### config.mk
export PLATFORM = sky130hd
export DESIGN_NAME = timer_bank
export DESIGN_NICKNAME = d
export VERILOG_FILES = /design/src/rtl/timer_pkg.sv /design/src/rtl/timer_channel.sv /design/src/rtl/timer_bank.sv
export SDC_FILE = /design/constraint.sdc
export NUM_CORES = 1
export LEC_CHECK = 0
export BUFFER_PORTS_ARGS = -buffer_cell sky130_fd_sc_hd__buf_2
export CAP_MARGIN = 20
export CORE_ASPECT_RATIO = 0.75
export CORE_UTILIZATION = 40
export DETAILED_ROUTE_END_ITERATION = 10
export GPL_ROUTABILITY_DRIVEN = 0
export GPL_TIMING_DRIVEN = 0
export SYNTH_ARGS = -nofsm -noshare
export SYNTH_HDL_FRONTEND = slang
export SYNTH_SLANG_ARGS = --single-unit
### constraint.sdc
create_clock -name clk -period 2 [get_ports clk]
set_input_delay 0.2 -clock clk [delete_from_list [all_inputs] [get_ports clk]]
set_output_delay 0.2 -clock clk [all_outputs]
set_load 0.05 [all_outputs]
### src/rtl/timer_pkg.sv
// Shared definitions for the multi-channel timer bank.
// Covers register offsets, CTRL bit layout and the per-channel write-enable bundle.
package timer_pkg;

  localparam int unsigned PRESC_WID      = 8;
  localparam int unsigned CTRL_EN        = 0;
  localparam int unsigned CTRL_AUTO      = 1;
  localparam int unsigned CTRL_IE        = 2;
  localparam int unsigned CTRL_PRESC_LSB = 8;

  typedef enum logic [1:0] {
    REG_CTRL   = 2'd0,
    REG_RELOAD = 2'd1,
    REG_COUNT  = 2'd2,
    REG_STATUS = 2'd3
  } reg_e;

  typedef struct packed {
    logic ctrl;
    logic reload;
    logic count;
    logic status;
  } ch_we_t;

endpackage

### src/rtl/timer_channel.sv
// One timer channel: control/reload/count registers, prescaler,
// overflow handling and the sticky pending flag with its registered irq.
module timer_channel #(
  parameter int unsigned TIMER_WID = 16,
  parameter int unsigned PRESC_WID = 8
) (
  input  logic                 clk,
  input  logic                 rst,
  input  timer_pkg::ch_we_t    we,
  input  logic [TIMER_WID-1:0] datain,
  output logic [TIMER_WID-1:0] ctrl_val,
  output logic [TIMER_WID-1:0] reload_val,
  output logic [TIMER_WID-1:0] count_val,
  output logic [TIMER_WID-1:0] status_val,
  output logic                 irq_c,
  output logic                 irq
);
  import timer_pkg::*;

  logic                 en_q, en_d;
  logic                 auto_q, auto_d;
  logic                 ie_q, ie_d;
  logic [PRESC_WID-1:0] presc_q, presc_d;
  logic [PRESC_WID-1:0] pcnt_q, pcnt_d;
  logic [TIMER_WID-1:0] reload_q, reload_d;
  logic [TIMER_WID-1:0] count_q, count_d;
  logic                 pending_q, pending_d;
  logic                 irq_q, irq_d;
  logic                 tick;
  logic                 ovf;
  logic                 unused_datain;

  assign unused_datain = ^datain;

  // Bus writes are applied last so they win over tick/overflow updates.
  always_comb begin
    en_d      = en_q;
    auto_d    = auto_q;
    ie_d      = ie_q;
    presc_d   = presc_q;
    pcnt_d    = '0;
    reload_d  = reload_q;
    count_d   = count_q;
    pending_d = pending_q;
    irq_d     = pending_q & ie_q;

    tick = en_q && (pcnt_q == presc_q);
    ovf  = tick && (count_q == '1);

    if (en_q && !tick) begin
      pcnt_d = pcnt_q + PRESC_WID'(1);
    end

    if (ovf) begin
      count_d   = reload_q;
      pending_d = 1'b1;
      if (!auto_q) begin
        en_d = 1'b0;
      end
    end else if (tick) begin
      count_d = count_q + TIMER_WID'(1);
    end

    if (we.ctrl) begin
      en_d    = datain[CTRL_EN];
      auto_d  = datain[CTRL_AUTO];
      ie_d    = datain[CTRL_IE];
      presc_d = datain[CTRL_PRESC_LSB +: PRESC_WID];
      if (!datain[CTRL_EN]) begin
        pcnt_d = '0;
      end
    end
    if (we.reload) begin
      reload_d = datain;
    end
    if (we.count) begin
      count_d = datain;
    end
    if (we.status && datain[0] && !ovf) begin
      pending_d = 1'b0;
    end
  end

  always_ff @(posedge clk) begin
    if (rst) begin
      en_q      <= 1'b0;
      auto_q    <= 1'b0;
      ie_q      <= 1'b0;
      presc_q   <= '0;
      pcnt_q    <= '0;
      reload_q  <= '0;
      count_q   <= '0;
      pending_q <= 1'b0;
      irq_q     <= 1'b0;
    end else begin
      en_q      <= en_d;
      auto_q    <= auto_d;
      ie_q      <= ie_d;
      presc_q   <= presc_d;
      pcnt_q    <= pcnt_d;
      reload_q  <= reload_d;
      count_q   <= count_d;
      pending_q <= pending_d;
      irq_q     <= irq_d;
    end
  end

  always_comb begin
    ctrl_val                                = '0;
    ctrl_val[CTRL_EN]                       = en_q;
    ctrl_val[CTRL_AUTO]                     = auto_q;
    ctrl_val[CTRL_IE]                       = ie_q;
    ctrl_val[CTRL_PRESC_LSB +: PRESC_WID]   = presc_q;
    reload_val                              = reload_q;
    count_val                               = count_q;
    status_val                              = TIMER_WID'(pending_q);
    irq_c                                   = pending_q & ie_q;
  end

  assign irq = irq_q;

endmodule

### src/rtl/timer_bank.sv
// Bank of NUM_CH independent timer channels on the peripheral bus:
// address decode, registered read mux and the combined interrupt line.
module timer_bank #(
  parameter int unsigned TIMER_WID = 16,
  parameter int unsigned NUM_CH    = 4,
  parameter int unsigned PRESC_WID = 8
) (
  input  logic                        clk,
  input  logic                        rst,
  input  logic                        cs,
  input  logic                        wr,
  input  logic                        rd,
  input  logic [$clog2(NUM_CH)+1:0]   addr,
  input  logic [TIMER_WID-1:0]        datain,
  output logic [TIMER_WID-1:0]        dataout,
  output logic [NUM_CH-1:0]           irq_vec,
  output logic                        intrup
);
  import timer_pkg::*;

  localparam int unsigned CH_W = (NUM_CH > 1) ? $clog2(NUM_CH) : 1;

  logic [CH_W-1:0]      ch_idx;
  reg_e                 reg_sel;
  ch_we_t               we_ch      [NUM_CH];
  logic [TIMER_WID-1:0] ctrl_val   [NUM_CH];
  logic [TIMER_WID-1:0] reload_val [NUM_CH];
  logic [TIMER_WID-1:0] count_val  [NUM_CH];
  logic [TIMER_WID-1:0] status_val [NUM_CH];
  logic [NUM_CH-1:0]    irq_c_vec;
  logic [TIMER_WID-1:0] rd_val;
  logic [TIMER_WID-1:0] dataout_q, dataout_d;
  logic                 intrup_q, intrup_d;

  always_comb begin
    ch_idx  = CH_W'(addr >> 2);
    reg_sel = reg_e'(addr[1:0]);
  end

  for (genvar i = 0; i < NUM_CH; i++) begin : g_ch
    logic hit;
    assign hit      = cs && wr && (ch_idx == CH_W'(i));
    assign we_ch[i] = {hit && (reg_sel == REG_CTRL),
                       hit && (reg_sel == REG_RELOAD),
                       hit && (reg_sel == REG_COUNT),
                       hit && (reg_sel == REG_STATUS)};

    timer_channel #(
      .TIMER_WID (TIMER_WID),
      .PRESC_WID (PRESC_WID)
    ) u_ch (
      .clk        (clk),
      .rst        (rst),
      .we         (we_ch[i]),
      .datain     (datain),
      .ctrl_val   (ctrl_val[i]),
      .reload_val (reload_val[i]),
      .count_val  (count_val[i]),
      .status_val (status_val[i]),
      .irq_c      (irq_c_vec[i]),
      .irq        (irq_vec[i])
    );
  end

  // Read mux sees pre-edge register values, so a same-cycle write reads old data.
  always_comb begin
    rd_val = '0;
    case (reg_sel)
      REG_CTRL:   rd_val = ctrl_val[ch_idx];
      REG_RELOAD: rd_val = reload_val[ch_idx];
      REG_COUNT:  rd_val = count_val[ch_idx];
      REG_STATUS: rd_val = status_val[ch_idx];
    endcase
    dataout_d = dataout_q;
    if (cs && rd) begin
      dataout_d = rd_val;
    end
    intrup_d = |irq_c_vec;
  end

  always_ff @(posedge clk) begin
    if (rst) begin
      dataout_q <= '0;
      intrup_q  <= 1'b0;
    end else begin
      dataout_q <= dataout_d;
      intrup_q  <= intrup_d;
    end
  end

  assign dataout = dataout_q;
  assign intrup  = intrup_q;

endmodule

==> results.sh, run 1 <==
export IMPL_status="complete, but fails checks"
export IMPL_violations="negative setup slack"
export IMPL_ys_seq_elements=229
export IMPL_coreArea_mm2=0.0293
export IMPL_nFillCells=2807
export IMPL_timing_max_transition_violations_final=0
export IMPL_grt_pass1_vias=10900
export IMPL_power_density_mw_per_mm2=711
export IMPL_relSlewSlack=0.257
export IMPL_internal_power_mw=7.67
export IMPL_path_clk_slew_ns=0.07
export IMPL_async_reset_ff_frac=0
export IMPL_start_util=0.409
export IMPL_combinationalPowerShare=0.073
export IMPL_p_seq_frac=0.454
export IMPL_synth_top_area_share=0.384
export IMPL_grt_antenna_before_repair=0
export IMPL_die_w_um=202
export IMPL_cp_data_arrival_time_ns=2.48
export IMPL_placed_area_mm2=0.0126
export IMPL_final_nets=1592
export IMPL_drt_iter0_markers=1610
export IMPL_leakagePower_nw=5.27
export IMPL_gr_total_overflow=0
export IMPL_clk_latency_ns=0.55
export IMPL_ios=46
export IMPL_post_dp_hpwl_mm=36.0
export IMPL_utilization=0.496
export IMPL_synth_cell_types=69
export IMPL_power_total_mw=10.3
export IMPL_ys_warn_count=0
export IMPL_start_kind="flip-flop"
export IMPL_finClkSkew_ns=0.0144
export IMPL_hold_viol=0
export IMPL_worstPathMaxFanout=5
export IMPL_final_area_mm2=0.0145
export IMPL_synth_edf_count=0
export IMPL_drive_above_1_share=0.223
export IMPL_ant_nets=0
export IMPL_ff2ff_path_depth=7
export IMPL_numCtsBuffers=25
export IMPL_fmax_ghz=0.490
export IMPL_timing_final_crit_period_ns=2.04
export IMPL_hold_path_class="in -> reg"
export IMPL_switching_share=0.256
export IMPL_clock_sinks=229
export IMPL_setup_violations=6
export IMPL_numPortBuffers=36
export IMPL_grt_pass1_wl_mm=71.5
export IMPL_worst_pin_slew_ns=1.11
export IMPL_maxCapViolations=0
export IMPL_syn_area_per_cell_um2=8.27
export IMPL_placed_cells=1876
export IMPL_die_height_um=152
export IMPL_rows=54
export IMPL_root_buffer="clkbuf_16"
export IMPL_area_growth_pct=21.4
export IMPL_htreeDepth=1
export IMPL_synth_top_cells_by_area="dfxtp_1, nand2_1, mux4_2"
export IMPL_vias=12300
export IMPL_p_switching_mw=2.64
export IMPL_setup_tns_ns=-0.155
export IMPL_worstSetupEndpointType="flip-flop"
export IMPL_path_class="reg -> reg"
export IMPL_whs_path_depth=3
export IMPL_first_pass_iters=8
export IMPL_netlist_area_mm2=0.0120
export IMPL_stdcell_count=1970
export IMPL_grt_max_degree=14
export IMPL_fin_crit_sh=1.02
export IMPL_cts_tree="built"
export IMPL_clock_path_buffers=3
export IMPL_drc=0
export IMPL_dieArea_mm2=0.0306
export IMPL_ir_worst_vdd_v=0.000568
export IMPL_synth_main_ff_cell="dfxtp_1"
export IMPL_power_clock_fraction=0.474
export IMPL_yosysSeqAreaShare=0.384
export IMPL_viasPerCell=6.26
export IMPL_wirelength_mm=49.5
export IMPL_wl_per_cell_um=25.1
export IMPL_yosys_area_top_type="dfxtp_1"
export IMPL_synth_nets=1479
export IMPL_layout_setup_ws_ns=-0.0422
export IMPL_critPathRequiredTime_ns=2.44
export IMPL_synth_cells=1446
export IMPL_grt_usage=0.317
export IMPL_rsz0062_at_grt="yes"
metal layers:
layer  global-route usage  up-vias  part of all wire
met3                0.119      126              0.16
met5                    0        -           0.00093
li1                     -     5401                 -
met1                0.461     5913              0.42
met2                0.433      891              0.38
met4               0.0811        2             0.033
placed cells by master, fill, tap and decap left out, types with 10 or more instances in the layout:
cell       instances
and3_1            15
o21ai_0           41
mux2i_1           33
clkbuf_1          71
mux4_2            45
dfxtp_4           13
xor2_1            43
buf_6             15
buf_4             45
nand4_1           23
nor3_1            14
buf_2             53
o211ai_1          23
nand2_1          294
a22oi_1           10
a211oi_1          21
dfxtp_1          165
dfxtp_2           51
clkbuf_16         25
inv_1             24
nor2_1           133
nor4_4            10
nand3_1           50
xnor2_1           12
a21oi_1          136
final timing paths:
check / from / endpoint / slack (ns)
max reg2reg: g_ch[1].u_ch.presc_q[4] / g_ch[1].u_ch.count_val[14] / -0.04
max: g_ch[1].u_ch.presc_q[4] / g_ch[1].u_ch.count_val[14] / -0.04
min: datain[9] / g_ch[1].u_ch.count_val[9] / 0.03
min reg2reg: g_ch[1].u_ch.pcnt_q[0] / g_ch[1].u_ch.pcnt_q[0] / 0.47
power by group through the flow:
stage / registers (mW) / clock network, mW / logic [mW]
4_1_cts: 4.67 / 4.89 / 0.702
3_5_place_dp: 4.78 / 0 / 0.683
3_3_place_gp: 4.78 / 0 / 0.678
6_report: 4.68 / 4.88 / 0.749
5_1_grt: 4.68 / 5.08 / 0.776
2_1_floorplan: 4.81 / 0 / 0.361
area by class of cell:
cell class                 instances  area [um2]  share of cell area
multi-input combinational       1086        7260               0.500
antenna                            1        2.50            0.000172
clock buffer                      37         721              0.0497
buffer                           105         523              0.0360
clock inverter                     8         118             0.00811
sequential                       229        4700               0.324
tap                              392         490              0.0338
timing repair buffer              88         608              0.0419
inverter                          24        90.1             0.00621
critical path, cell delays in order, from the launching register on:
cell and delay (ns):
dfxtp_1 0.35, xor2_1 0.19, nor4_2 0.36, and3_1 0.24
buf_6 0.16, and4_4 0.27, nand4_1 0.10, a32o_1 0.27
kinds of logic (layout without fill, tap and decap cells):
group,after synthesis,count (layout),synth area share
AOI/OAI and AO/OA,327,327,0.174
xor gates and xnor gates,59,59,0.0432
and+or+nand+nor,610,610,0.229
other,0,1,0
buffers and inverters,131,262,0.0464
DFF,229,229,0.384
adders and majority gates,8,8,0.00838
muxes,82,82,0.116
registers in the layout, indices dropped and copies added, names as in the netlist, 4 cells and up:
| register | count |
|---|---|
| g_ch.u_ch.pending_q | 4 |
| g_ch.u_ch.irq | 4 |
| g_ch.u_ch.presc_q | 32 |
| dataout | 16 |
| g_ch.u_ch.count_val | 64 |
| g_ch.u_ch.ie_q | 4 |
| g_ch.u_ch.reload_val | 64 |
| g_ch.u_ch.en_q | 4 |
| g_ch.u_ch.auto_q | 4 |
| g_ch.u_ch.pcnt_q | 32 |
what timing repair did:
item	4_1_cts	5_1_grt
resized for setup	117	95
gates cloned	0	0
setup endpoints to repair	69	92
setup buffers	29	17
hold endpoints to repair	6	0
pin swaps	34	31
hold buffers	4	0
per-stage QoR:
stage / hold WS, ns / setup slack (ns)
2_1_floorplan: 0.354 / 0.0466
3_3_place_gp: 0.463 / -0.730
3_5_place_dp: 0.469 / -0.701
4_1_cts: 0.00723 / -0.101
5_1_grt: 0.0371 / -0.0814
6_report: 0.0287 / -0.0422
synthesized netlist by cell type (23+ instances only):
| master | count |
|---|---|
| nand3_1 | 56 |
| dfxtp_1 | 229 |
| a21oi_1 | 138 |
| mux4_2 | 45 |
| mux2i_1 | 33 |
| inv_1 | 24 |
| xor2_1 | 45 |
| nor2_1 | 136 |
| nand4_1 | 23 |
| o211ai_1 | 23 |
| nand2_1 | 296 |
| clkbuf_1 | 71 |
| o21ai_0 | 48 |
Note: power is estimated with default switching activity, not from simulation.
==> inputs of run 2 (changes only) <==
ABC_AREA = 1   (was not set)
==> results.sh, run 2 <==
export IMPL_maxCapViolations=0
export IMPL_worstPathMaxFanout=5
export IMPL_power_total_mw=10.3
export IMPL_multiInputGateArea_mm2=0.00706
export IMPL_stdcell_count=2405
export IMPL_netlist_area_mm2=0.0129
export IMPL_area_growth_pct=15.7
export IMPL_final_area_mm2=0.0149
export IMPL_ys_warn_count=0
export IMPL_cp_data_arrival_time_ns=2.29
export IMPL_numCtsBuffers=25
export IMPL_dieArea_mm2=0.0329
export IMPL_numPortBuffers=44
export IMPL_grt_pass1_wl_mm=75.0
export IMPL_grt_antenna_before_repair=1
export IMPL_synth_cell_types=44
export IMPL_clk_latency_ns=0.55
export IMPL_rows=56
export IMPL_synth_compound_area_share=0.194
export IMPL_worst_pin_slew_ns=1.09
export IMPL_regArea_mm2=0.00461
export IMPL_start_kind="flip-flop"
export IMPL_finClkSkew_ns=0.0135
export IMPL_post_dp_hpwl_mm=37.8
export IMPL_synth_edf_count=0
export IMPL_yosys_area_top_type="dfxtp_1"
export IMPL_grt_max_degree=14
export IMPL_layout_commonest_cell="nand2_1"
export IMPL_setup_violations=0
export IMPL_coreArea_mm2=0.0315
export IMPL_vias=13700
export IMPL_n_antenna_cell=0
export IMPL_whs_ns=0.0309
export IMPL_ant_nets=0
export IMPL_viasPerCell=5.71
export IMPL_clock_path_buffers=3
export IMPL_critPathRequiredTime_ns=2.38
export IMPL_grt_usage=0.305
export IMPL_hold_path_class="in -> reg"
export IMPL_yosysMostFrequentCell="nand2_1"
export IMPL_placed_area_mm2=0.0136
export IMPL_yosysSeqAreaShare=0.356
export IMPL_synth_cells=1886
export IMPL_first_pass_iters=5
export IMPL_synth_main_ff_cell="dfxtp_1"
export IMPL_cts_tree="built"
export IMPL_grt_pass1_vias=12300
export IMPL_die_w_um=209
export IMPL_synth_top_area_share=0.356
export IMPL_fmax_ghz=0.522
export IMPL_drive_above_1_share=0.143
export IMPL_final_cell_mix="nand2_1, dfxtp_1, inv_1"
export IMPL_synth_nets=1919
export IMPL_yosys_area_share_xor_xnor=0.0591
export IMPL_synth_top_cells_by_area="dfxtp_1, nand2_1, a21oi_1"
export IMPL_synthAdderAreaFrac=0.00777
export IMPL_final_nets=2015
export IMPL_setup_tns_ns=0
export IMPL_syn_area_per_cell_um2=6.83
export IMPL_relSlewSlack=0.272
export IMPL_hold_viol=0
export IMPL_ir_worst_vdd_v=0.000656
export IMPL_wirelength_mm=51.3
export IMPL_timing_max_transition_violations_final=0
export IMPL_gr_total_overflow=0
export IMPL_path_clk_slew_ns=0.06
export IMPL_status="complete, no violations"
export IMPL_synthMuxAreaShare=0
export IMPL_fin_crit_sh=0.959
export IMPL_synthTopCellsByCount="nand2_1, dfxtp_1, inv_1"
export IMPL_wl_per_cell_um=21.3
export IMPL_start_util=0.410
export IMPL_async_reset_ff_frac=0
export IMPL_ys_seq_elements=229
export IMPL_worstSetupEndpointType="flip-flop"
export IMPL_layout_setup_ws_ns=0.0829
export IMPL_clock_sinks=229
export IMPL_dp_slack_ns=-0.636
export IMPL_drt_iter0_markers=1874
export IMPL_ios=46
export IMPL_leakagePower_nw=5.83
export IMPL_path_class="reg -> reg"
export IMPL_root_buffer="clkbuf_16"
export IMPL_synth_top_family_by_area="simple AND/OR/NAND/NOR gates"
export IMPL_timing_final_crit_period_ns=1.92
export IMPL_die_height_um=157
export IMPL_utilization=0.474
export IMPL_placed_cells=2336
export IMPL_power_density_mw_per_mm2=689
export IMPL_htreeDepth=1
export IMPL_nFillCells=3219
export IMPL_drc=0
export IMPL_synthSimpleGateAreaFrac=0.274
==> run 2: cell count changes after synthesis, sizes merged, moves of 25 or more <==
cell / change
nand2: +66
mux4: -45
a21oi: +55
nand4: +25
mux2i: -33
o21ai: +133
nand3: +96
o22ai: +25
xor2: +26
inv: +218
==> run 2: repair_timing <==
item,CTS,global route
resized for setup,15,55
hold buffers,0,0
setup buffers,4,21
cloned,0,1
endpoints found under the setup margin,76,69
pin swaps,5,15
==> run 2: critical path, stage by stage (launching register included) <==
cell     delay (ns)
dfxtp_4        0.40
ha_2           0.21
nand2_2        0.09
nor2_4         0.17
buf_4          0.14
nand2_1        0.11
nor3_2         0.32
nand3_1        0.17
nand2_1        0.10
a21oi_1        0.06
==> run 2: metal layers <==
layer  vias to the layer above  track usage  routed length, um
li1                       6447            -                  -
met1                      6365        0.431              22300
met2                       819        0.444              20600
met3                       111       0.0862               6680
met4                         0       0.0963               1700
met5                         -            0                  0
==> run 2: final timing paths <==
kind	startpoint	endpoint	slack [ns]	cells after the start
worst max-delay path	g_ch[3].u_ch.count_val[0]	g_ch[3].u_ch.count_val[4]	0.08	9
worst max register to register	g_ch[3].u_ch.count_val[0]	g_ch[3].u_ch.count_val[4]	0.08	9
worst min register to register	dataout[4]	dataout[4]	0.46	2
worst min-delay path	datain[15]	g_ch[3].u_ch.count_val[15]	0.03	5
==> run 2: cells by family after synthesis <==
| logic type | count (synthesis) |
|---|---|
| compound gates | 460 |
| xor+xnor | 87 |
| fa+ha+maj | 8 |
| buf+inv | 350 |
| flops | 229 |
| simple gates | 752 |
==> run 2: where the power goes <==
group | total (mW) | internal [mW] | switching [mW] | leakage (nW)
registers | 4.67 | 4.61 | 0.0610 | 1.86
clock network | 4.77 | 2.72 | 2.05 | 0.407
logic | 0.826 | 0.183 | 0.642 | 3.57
total | 10.3 | 7.52 | 2.75 | 5.83
==> run 2: layout make-up <==
type	instances	share of cell area
inverter	251	0.0633
sequential	229	0.309
timing repair buffer	70	0.0324
multi-input combinational	1307	0.473
buffer	98	0.0328
clock inverter	6	0.00411
tap	406	0.0341
clock buffer	38	0.0506
